===== src/rtl/mc_ctrl_if.sv =====
// Control bundle between the multi-cycle MIPS control unit and its datapath.
interface mc_ctrl_if;
    logic [5:0]  opcode;
    logic [5:0]  funct;
    logic        zero;
    logic        flow;
    logic        PCWr;
    logic        IRWr;
    logic [1:0]  RegDst;
    logic        ALUSrc;
    logic        RegWr;
    logic [1:0]  MemtoReg;
    logic        MemWrite;
    logic        nPC_sel;
    logic [1:0]  Ext_Op;
    logic [1:0]  ALUctr;
    logic [1:0]  pc_sel;
    logic [1:0]  alu_sel;
    logic        addi_sel;
    logic        illegal;
    logic [31:0] icount;

    modport master (
        input  opcode, funct, zero, flow,
        output PCWr, IRWr, RegDst, ALUSrc, RegWr, MemtoReg, MemWrite, nPC_sel,
               Ext_Op, ALUctr, pc_sel, alu_sel, addi_sel, illegal, icount
    );

    modport slave (
        output opcode, funct, zero, flow,
        input  PCWr, IRWr, RegDst, ALUSrc, RegWr, MemtoReg, MemWrite, nPC_sel,
               Ext_Op, ALUctr, pc_sel, alu_sel, addi_sel, illegal, icount
    );
endinterface


===== src/rtl/mc_ctrl.sv =====
// Multi-cycle MIPS control unit: FETCH/DECODE/EXEC/MEM/WB sequencer driving
// the shared-ALU datapath, with illegal-instruction pulse and retire counter.
//   state  | meaning
//   FETCH  | load IR, PC <= PC+4
//   DECODE | classify; jumps complete here, illegal pulses here
//   EXEC   | ALU operation; beq completes here
//   MEM    | data memory access (lw/sw)
//   WB     | register file write
module mc_ctrl (
    input  logic      clk,
    input  logic      rst,
    mc_ctrl_if.master bus
);
    typedef enum logic [2:0] {
        S_FETCH  = 3'd0,
        S_DECODE = 3'd1,
        S_EXEC   = 3'd2,
        S_MEM    = 3'd3,
        S_WB     = 3'd4
    } state_e;

    typedef enum logic [3:0] {
        I_ADDU, I_SUBU, I_SLT, I_JR, I_ORI, I_LUI, I_ADDI,
        I_LW, I_SW, I_BEQ, I_J, I_JAL, I_BAD
    } instr_e;

    state_e      state_q, state_d;
    logic [31:0] icount_q, icount_d;
    instr_e      instr;
    logic        retire;

    logic       pc_wr, ir_wr, alu_src, reg_wr, mem_write, npc_sel, addi_sel, illegal;
    logic [1:0] reg_dst, mem_to_reg, ext_op, alu_ctr, pc_sel, alu_sel;

    // npc qualifies beq with zero itself; the controller never looks at it.
    logic unused_zero;
    assign unused_zero = bus.zero;

    always_comb begin
        instr = I_BAD;
        case (bus.opcode)
            6'b000000: begin
                case (bus.funct)
                    6'b100001: instr = I_ADDU;
                    6'b100011: instr = I_SUBU;
                    6'b101010: instr = I_SLT;
                    6'b001000: instr = I_JR;
                    default:   instr = I_BAD;
                endcase
            end
            6'b001101: instr = I_ORI;
            6'b001111: instr = I_LUI;
            6'b001000: instr = I_ADDI;
            6'b100011: instr = I_LW;
            6'b101011: instr = I_SW;
            6'b000100: instr = I_BEQ;
            6'b000010: instr = I_J;
            6'b000011: instr = I_JAL;
            default:   instr = I_BAD;
        endcase
    end

    always_comb begin
        state_d    = S_FETCH;
        retire     = 1'b0;
        pc_wr      = 1'b0;
        ir_wr      = 1'b0;
        reg_dst    = 2'b00;
        alu_src    = 1'b0;
        reg_wr     = 1'b0;
        mem_to_reg = 2'b00;
        mem_write  = 1'b0;
        npc_sel    = 1'b0;
        ext_op     = 2'b00;
        alu_ctr    = 2'b00;
        pc_sel     = 2'b00;
        alu_sel    = 2'b00;
        addi_sel   = 1'b0;
        illegal    = 1'b0;

        // ALU setup is established in EXEC and held through MEM/WB.
        if (state_q == S_EXEC || state_q == S_MEM || state_q == S_WB) begin
            case (instr)
                I_SUBU: alu_ctr = 2'b01;
                I_SLT:  alu_ctr = 2'b11;
                I_BEQ:  alu_ctr = 2'b01;
                I_ORI: begin
                    alu_src = 1'b1;
                    alu_ctr = 2'b10;
                end
                I_LUI: begin
                    alu_src = 1'b1;
                    ext_op  = 2'b10;
                    alu_sel = 2'b01;
                end
                I_ADDI: begin
                    alu_src  = 1'b1;
                    ext_op   = 2'b01;
                    addi_sel = 1'b1;
                end
                I_LW, I_SW: begin
                    alu_src = 1'b1;
                    ext_op  = 2'b01;
                end
                default: ;
            endcase
        end

        case (state_q)
            S_FETCH: begin
                ir_wr   = 1'b1;
                pc_wr   = 1'b1;
                state_d = S_DECODE;
            end
            S_DECODE: begin
                case (instr)
                    I_J: begin
                        pc_wr  = 1'b1;
                        pc_sel = 2'b10;
                        retire = 1'b1;
                    end
                    I_JAL: begin
                        pc_wr      = 1'b1;
                        pc_sel     = 2'b10;
                        reg_wr     = 1'b1;
                        reg_dst    = 2'b11;
                        mem_to_reg = 2'b10;
                        retire     = 1'b1;
                    end
                    I_JR: begin
                        pc_wr  = 1'b1;
                        pc_sel = 2'b11;
                        retire = 1'b1;
                    end
                    I_BAD:   illegal = 1'b1;
                    default: state_d = S_EXEC;
                endcase
            end
            S_EXEC: begin
                case (instr)
                    I_LW, I_SW: state_d = S_MEM;
                    I_BEQ: begin
                        npc_sel = 1'b1;
                        pc_sel  = 2'b01;
                        pc_wr   = 1'b1;
                        retire  = 1'b1;
                    end
                    I_ADDU, I_SUBU, I_SLT, I_ORI, I_LUI, I_ADDI: state_d = S_WB;
                    default: ;
                endcase
            end
            S_MEM: begin
                if (instr == I_SW) begin
                    mem_write = 1'b1;
                    retire    = 1'b1;
                end else if (instr == I_LW) begin
                    state_d = S_WB;
                end
            end
            S_WB: begin
                reg_wr = 1'b1;
                retire = 1'b1;
                case (instr)
                    I_ADDU, I_SUBU, I_SLT: reg_dst    = 2'b01;
                    I_LW:                  mem_to_reg = 2'b01;
                    I_ADDI:                reg_dst    = bus.flow ? 2'b10 : 2'b00;
                    default: ;
                endcase
            end
            default: state_d = S_FETCH;
        endcase

        // Reset gates every output combinationally so nothing strobes while rst is low.
        if (!rst) begin
            pc_wr      = 1'b0;
            ir_wr      = 1'b0;
            reg_dst    = 2'b00;
            alu_src    = 1'b0;
            reg_wr     = 1'b0;
            mem_to_reg = 2'b00;
            mem_write  = 1'b0;
            npc_sel    = 1'b0;
            ext_op     = 2'b00;
            alu_ctr    = 2'b00;
            pc_sel     = 2'b00;
            alu_sel    = 2'b00;
            addi_sel   = 1'b0;
            illegal    = 1'b0;
        end
    end

    assign icount_d = icount_q + {31'd0, retire};

    always_ff @(posedge clk or negedge rst) begin
        if (!rst) begin
            state_q  <= S_FETCH;
            icount_q <= '0;
        end else begin
            state_q  <= state_d;
            icount_q <= icount_d;
        end
    end

    assign bus.PCWr     = pc_wr;
    assign bus.IRWr     = ir_wr;
    assign bus.RegDst   = reg_dst;
    assign bus.ALUSrc   = alu_src;
    assign bus.RegWr    = reg_wr;
    assign bus.MemtoReg = mem_to_reg;
    assign bus.MemWrite = mem_write;
    assign bus.nPC_sel  = npc_sel;
    assign bus.Ext_Op   = ext_op;
    assign bus.ALUctr   = alu_ctr;
    assign bus.pc_sel   = pc_sel;
    assign bus.alu_sel  = alu_sel;
    assign bus.addi_sel = addi_sel;
    assign bus.illegal  = illegal;
    assign bus.icount   = icount_q;
endmodule


===== src/flat_wrapper.sv =====
// flat-port wrapper written by rule: the top's interface ports become plain ports
module mc_ctrl_flat 
  (clk, rst, bus_opcode, bus_funct, bus_zero, bus_flow, bus_PCWr, bus_IRWr, bus_RegDst, bus_ALUSrc, bus_RegWr, bus_MemtoReg, bus_MemWrite, bus_nPC_sel, bus_Ext_Op, bus_ALUctr, bus_pc_sel, bus_alu_sel, bus_addi_sel, bus_illegal, bus_icount);
  mc_ctrl_if bus_i ();
  input  logic clk;
  input  logic rst;
  input wire logic [$bits(bus_i.opcode)-1:0] bus_opcode;
  input wire logic [$bits(bus_i.funct)-1:0] bus_funct;
  input wire logic [$bits(bus_i.zero)-1:0] bus_zero;
  input wire logic [$bits(bus_i.flow)-1:0] bus_flow;
  output wire logic [$bits(bus_i.PCWr)-1:0] bus_PCWr;
  output wire logic [$bits(bus_i.IRWr)-1:0] bus_IRWr;
  output wire logic [$bits(bus_i.RegDst)-1:0] bus_RegDst;
  output wire logic [$bits(bus_i.ALUSrc)-1:0] bus_ALUSrc;
  output wire logic [$bits(bus_i.RegWr)-1:0] bus_RegWr;
  output wire logic [$bits(bus_i.MemtoReg)-1:0] bus_MemtoReg;
  output wire logic [$bits(bus_i.MemWrite)-1:0] bus_MemWrite;
  output wire logic [$bits(bus_i.nPC_sel)-1:0] bus_nPC_sel;
  output wire logic [$bits(bus_i.Ext_Op)-1:0] bus_Ext_Op;
  output wire logic [$bits(bus_i.ALUctr)-1:0] bus_ALUctr;
  output wire logic [$bits(bus_i.pc_sel)-1:0] bus_pc_sel;
  output wire logic [$bits(bus_i.alu_sel)-1:0] bus_alu_sel;
  output wire logic [$bits(bus_i.addi_sel)-1:0] bus_addi_sel;
  output wire logic [$bits(bus_i.illegal)-1:0] bus_illegal;
  output wire logic [$bits(bus_i.icount)-1:0] bus_icount;
  assign bus_i.opcode = bus_opcode;
  assign bus_i.funct = bus_funct;
  assign bus_i.zero = bus_zero;
  assign bus_i.flow = bus_flow;
  assign bus_PCWr = bus_i.PCWr;
  assign bus_IRWr = bus_i.IRWr;
  assign bus_RegDst = bus_i.RegDst;
  assign bus_ALUSrc = bus_i.ALUSrc;
  assign bus_RegWr = bus_i.RegWr;
  assign bus_MemtoReg = bus_i.MemtoReg;
  assign bus_MemWrite = bus_i.MemWrite;
  assign bus_nPC_sel = bus_i.nPC_sel;
  assign bus_Ext_Op = bus_i.Ext_Op;
  assign bus_ALUctr = bus_i.ALUctr;
  assign bus_pc_sel = bus_i.pc_sel;
  assign bus_alu_sel = bus_i.alu_sel;
  assign bus_addi_sel = bus_i.addi_sel;
  assign bus_illegal = bus_i.illegal;
  assign bus_icount = bus_i.icount;
  mc_ctrl u_core (.clk(clk), .rst(rst), .bus(bus_i));
endmodule

===== config.mk =====
export PLATFORM = sky130hd
export DESIGN_NAME = mc_ctrl_flat
export DESIGN_NICKNAME = d
export VERILOG_FILES = /design/src/rtl/mc_ctrl_if.sv /design/src/rtl/mc_ctrl.sv /design/src/flat_wrapper.sv
export SDC_FILE = /design/constraint.sdc
export NUM_CORES = 1
export LEC_CHECK = 0
export ABC_CLOCK_PERIOD_IN_PS = 4250
export CAP_MARGIN = 20
export CORE_MARGIN = 3
export CORE_UTILIZATION = 45
export CTS_BUF_LIST = sky130_fd_sc_hd__clkbuf_4 sky130_fd_sc_hd__clkbuf_8 sky130_fd_sc_hd__clkbuf_16
export CTS_CLUSTER_SIZE = 10
export DETAILED_ROUTE_END_ITERATION = 8
export PLACE_DENSITY = 0.78
export SLEW_MARGIN = 20
export SYNTH_ARGS = -nofsm -noshare
export SYNTH_HDL_FRONTEND = slang
export SYNTH_SLANG_ARGS = --single-unit
export TNS_END_PERCENT = 30

===== constraint.sdc =====
create_clock -name clk -period 4.25 [get_ports clk]
set_input_delay 0.425 -clock clk [delete_from_list [all_inputs] [get_ports clk]]
set_output_delay 0.425 -clock clk [all_outputs]
set_load 0.05 [all_outputs]

==> results_dict.tcl <==
set metrics [dict create \
    status "complete, no violations" \
    via_per_inst 5.55 \
    drc 0 \
    yosys_register_bits 35 \
    cp.required_ns 3.83 \
    p_per_area_nw_per_um2 286 \
    final-seq-area_um2 876 \
    cts_buffer_depth 2 \
    multi_input_area_um2 1210 \
    start_util_pct 48.3 \
    syn_inst 228 \
    post_cts_buffers 0 \
    crit_path_start_kind "input pin" \
    io_buffer_count 65 \
    clock_skew_ns 0.00528 \
    synth-main-ff-cell "dfrtp_1" \
    holdWs_ns 0.297 \
    rows 24 \
    cts-buffers-inserted 5 \
    core_area_um2 4500 \
    max_freq_mhz 271 \
    p_leak_uw 0.00122 \
    max_stage_delay_ns 0.89 \
    vdd.ir_drop.worst_uv 198 \
    synthDistinctLibCells 54 \
    cp.arrival_ns 3.26 \
    fillers 384 \
    rsz0062_at_grt "no" \
    die_h_um 75.5 \
    worst_slack_ns 0.562 \
    dpl.hpwl_um 3850 \
    tns_ns 0 \
    cts.sinks 35 \
    finalNetCount 313 \
    htree_levels 2 \
    grt_pass1_wl_um 8470 \
    die_area_um2 5710 \
    total_power_uw 849 \
    instances_no_fill 348 \
    synth_edf_count 0 \
    finalCriticalPeriod_ns 3.69 \
    dieWidth_um 75.5 \
    overflow 0 \
    cts_tree "done" \
    routed_wl_um 4990 \
    post_cts_resized 0 \
    pin_count 68 \
    grt_use_total_pct 19.1 \
    critical_path.cell_chain "clkdlybuf4s50_1 > nor4_4 > nand4_1 > buf_4 > nand2_1 > nand2_1 > o32ai_1 > clkdlybuf4s50_1" \
    final_layout_size_suffix_gt1_share_pct 9.46 \
    end_kind "output port" \
    first_global_vias 1832 \
    syn2layout_area_growth_pct 36.5 \
    clock_latency_ns 0.29 \
    ant_nets 0 \
    cap_violations 0 \
    relSlewSlack_pct 64.1 \
    root_buffer "clkbuf_8" \
    place_inst 340 \
    syn_nets 246 \
    diodes 0 \
    clk_pin_slew_ns 0.07 \
    fin_crit_sh_pct 86.8 \
    synth_warnings 0 \
    layout_common_cells "clkdlybuf4s50_1 (64), dfrtp_1 (35), nor2_1 (21), xnor2_1 (21), nand2_1 (20)" \
    path_max_fanout 11 \
    yosysSeqAreaShare_pct 40.3 \
    gp_congestion 0.846 \
    setup_violations 0 \
    slew_viol_final 0 \
    synth.avg_cell_area_um2 9.54 \
    finalHoldViolations 0 \
    first_iter_violations 47 \
    vias 1933 \
    async_flop_share_pct 100 \
    first_pass_iters 4 \
    grt_max_degree 36 \
    path_class "in -> out" \
    antenna_found_initial 0 \
    cpMaxStageDelayCell "clkdlybuf4s50_1" \
    min_path_type "in -> async" \
    synth.cell_area_um2 2180 \
    dp_slack_ns 0.326 \
    layout_commonest_cell "clkdlybuf4s50_1" \
    wl_per_cell_um 14.3 \
    tightest_slew_ns 0.535 \
    ctsHoldBuffers 0 \
]
[per-stage QoR]
step,utilization [%],area [um2]
6_report,65.9,2970
5_1_grt,65.9,2970
4_1_cts,65.9,2970
3_5_place_dp,63.4,2860
3_3_place_gp,63.4,2860
2_1_floorplan,-,2180
[cells by family after synthesis]
group                    count (synthesis)  share of synthesized area [%]
XOR/XNOR                                31                           12.5
multiplexers                             1                          0.460
AND/OR/NAND/NOR                        114                           31.1
flip-flops                              35                           40.3
adder cells (fa/ha/maj)                  2                           1.15
other                                    1                          0.172
buffers and inverters                   14                           3.97
AO/OA/AOI/OAI                           30                           10.4
[power breakdown]
part | total [uW] | internal, uW | switching, uW
clock | 293 | 174 | 118
sequential | 370 | 347 | 23.6
combinational | 186 | 65.1 | 120
[routing by layer]
layer | track usage (%) | up-vias | routed length, um
met5 | 0 | - | 0
li1 | - | 954 | -
met3 | 4.88 | 7 | 294
met1 | 25.8 | 905 | 2360
met4 | 7.96 | 0 | 102
met2 | 29.2 | 67 | 2240
[registers in the layout (all words and copies together), names as in the netlist]
register and cells:
u_core.bus.icount 32, u_core.state_q 3
[path summary, 6_finish.rpt]
path                                            startpoint                         endpoint  slack, ns  depth (start not counted)
max                                          bus_opcode[2]                         bus_PCWr       0.56                          8
min                                                    rst  u_core.bus.icount[12]$_DFF_PN0_       0.30                          2
max reg2reg                    u_core.state_q[0]$_DFF_PN0_  u_core.bus.icount[30]$_DFF_PN0_       0.99                         11
min reg2reg                u_core.bus.icount[31]$_DFF_PN0_  u_core.bus.icount[31]$_DFF_PN0_       0.47                          1
max in group asynchronous                              rst   u_core.bus.icount[9]$_DFF_PN0_       3.65                          2
min in group clk           u_core.bus.icount[31]$_DFF_PN0_  u_core.bus.icount[31]$_DFF_PN0_       0.47                          1
[synth_stat cells (2+ instances only)]
| master | instances | area share [%] |
|---|---|---|
| nand3_1 | 15 | 3.5 |
| xor2_1 | 10 | 4.0 |
| a211oi_1 | 4 | 1.4 |
| or3_1 | 2 | 0.57 |
| or2_2 | 2 | 0.57 |
| a22oi_1 | 2 | 0.69 |
| nor3_1 | 6 | 1.4 |
| and4_1 | 3 | 1.2 |
| a31oi_1 | 2 | 0.57 |
| buf_4 | 2 | 0.69 |
| buf_2 | 3 | 0.69 |
| a21oi_1 | 5 | 1.1 |
| and3b_1 | 2 | 0.81 |
| nor4b_1 | 3 | 1.2 |
| nand3b_1 | 2 | 0.69 |
| buf_6 | 3 | 1.6 |
| clkbuf_1 | 3 | 0.52 |
| o22ai_1 | 4 | 1.1 |
| nor2_1 | 21 | 3.6 |
| ha_1 | 2 | 1.1 |
| nand4_1 | 13 | 3.7 |
| o21ai_0 | 2 | 0.46 |
| nand2_1 | 20 | 3.5 |
| inv_1 | 3 | 0.52 |
| and2_1 | 2 | 0.57 |
| and3_1 | 8 | 2.3 |
| xnor2_1 | 21 | 8.5 |
| o2111ai_1 | 2 | 0.81 |
| dfrtp_1 | 35 | 40 |
| nand2b_1 | 2 | 0.57 |
[layout make-up]
type,count,area share (%)
timing repair buffer,71,23.3
sequential,35,29.5
multi-input combinational,179,40.9
clock buffer,5,2.32
inverter,3,0.379
tap,52,2.19
clock inverter,3,1.47
[critical path: cells and delay by family]
kind | cells | cell delay, ns
AND/OR/NAND/NOR | 4 | 0.82
AO/OA/AOI/OAI | 1 | 0.30
buffers and inverters | 3 | 1.71
Power figures use the tool's default switching activity.
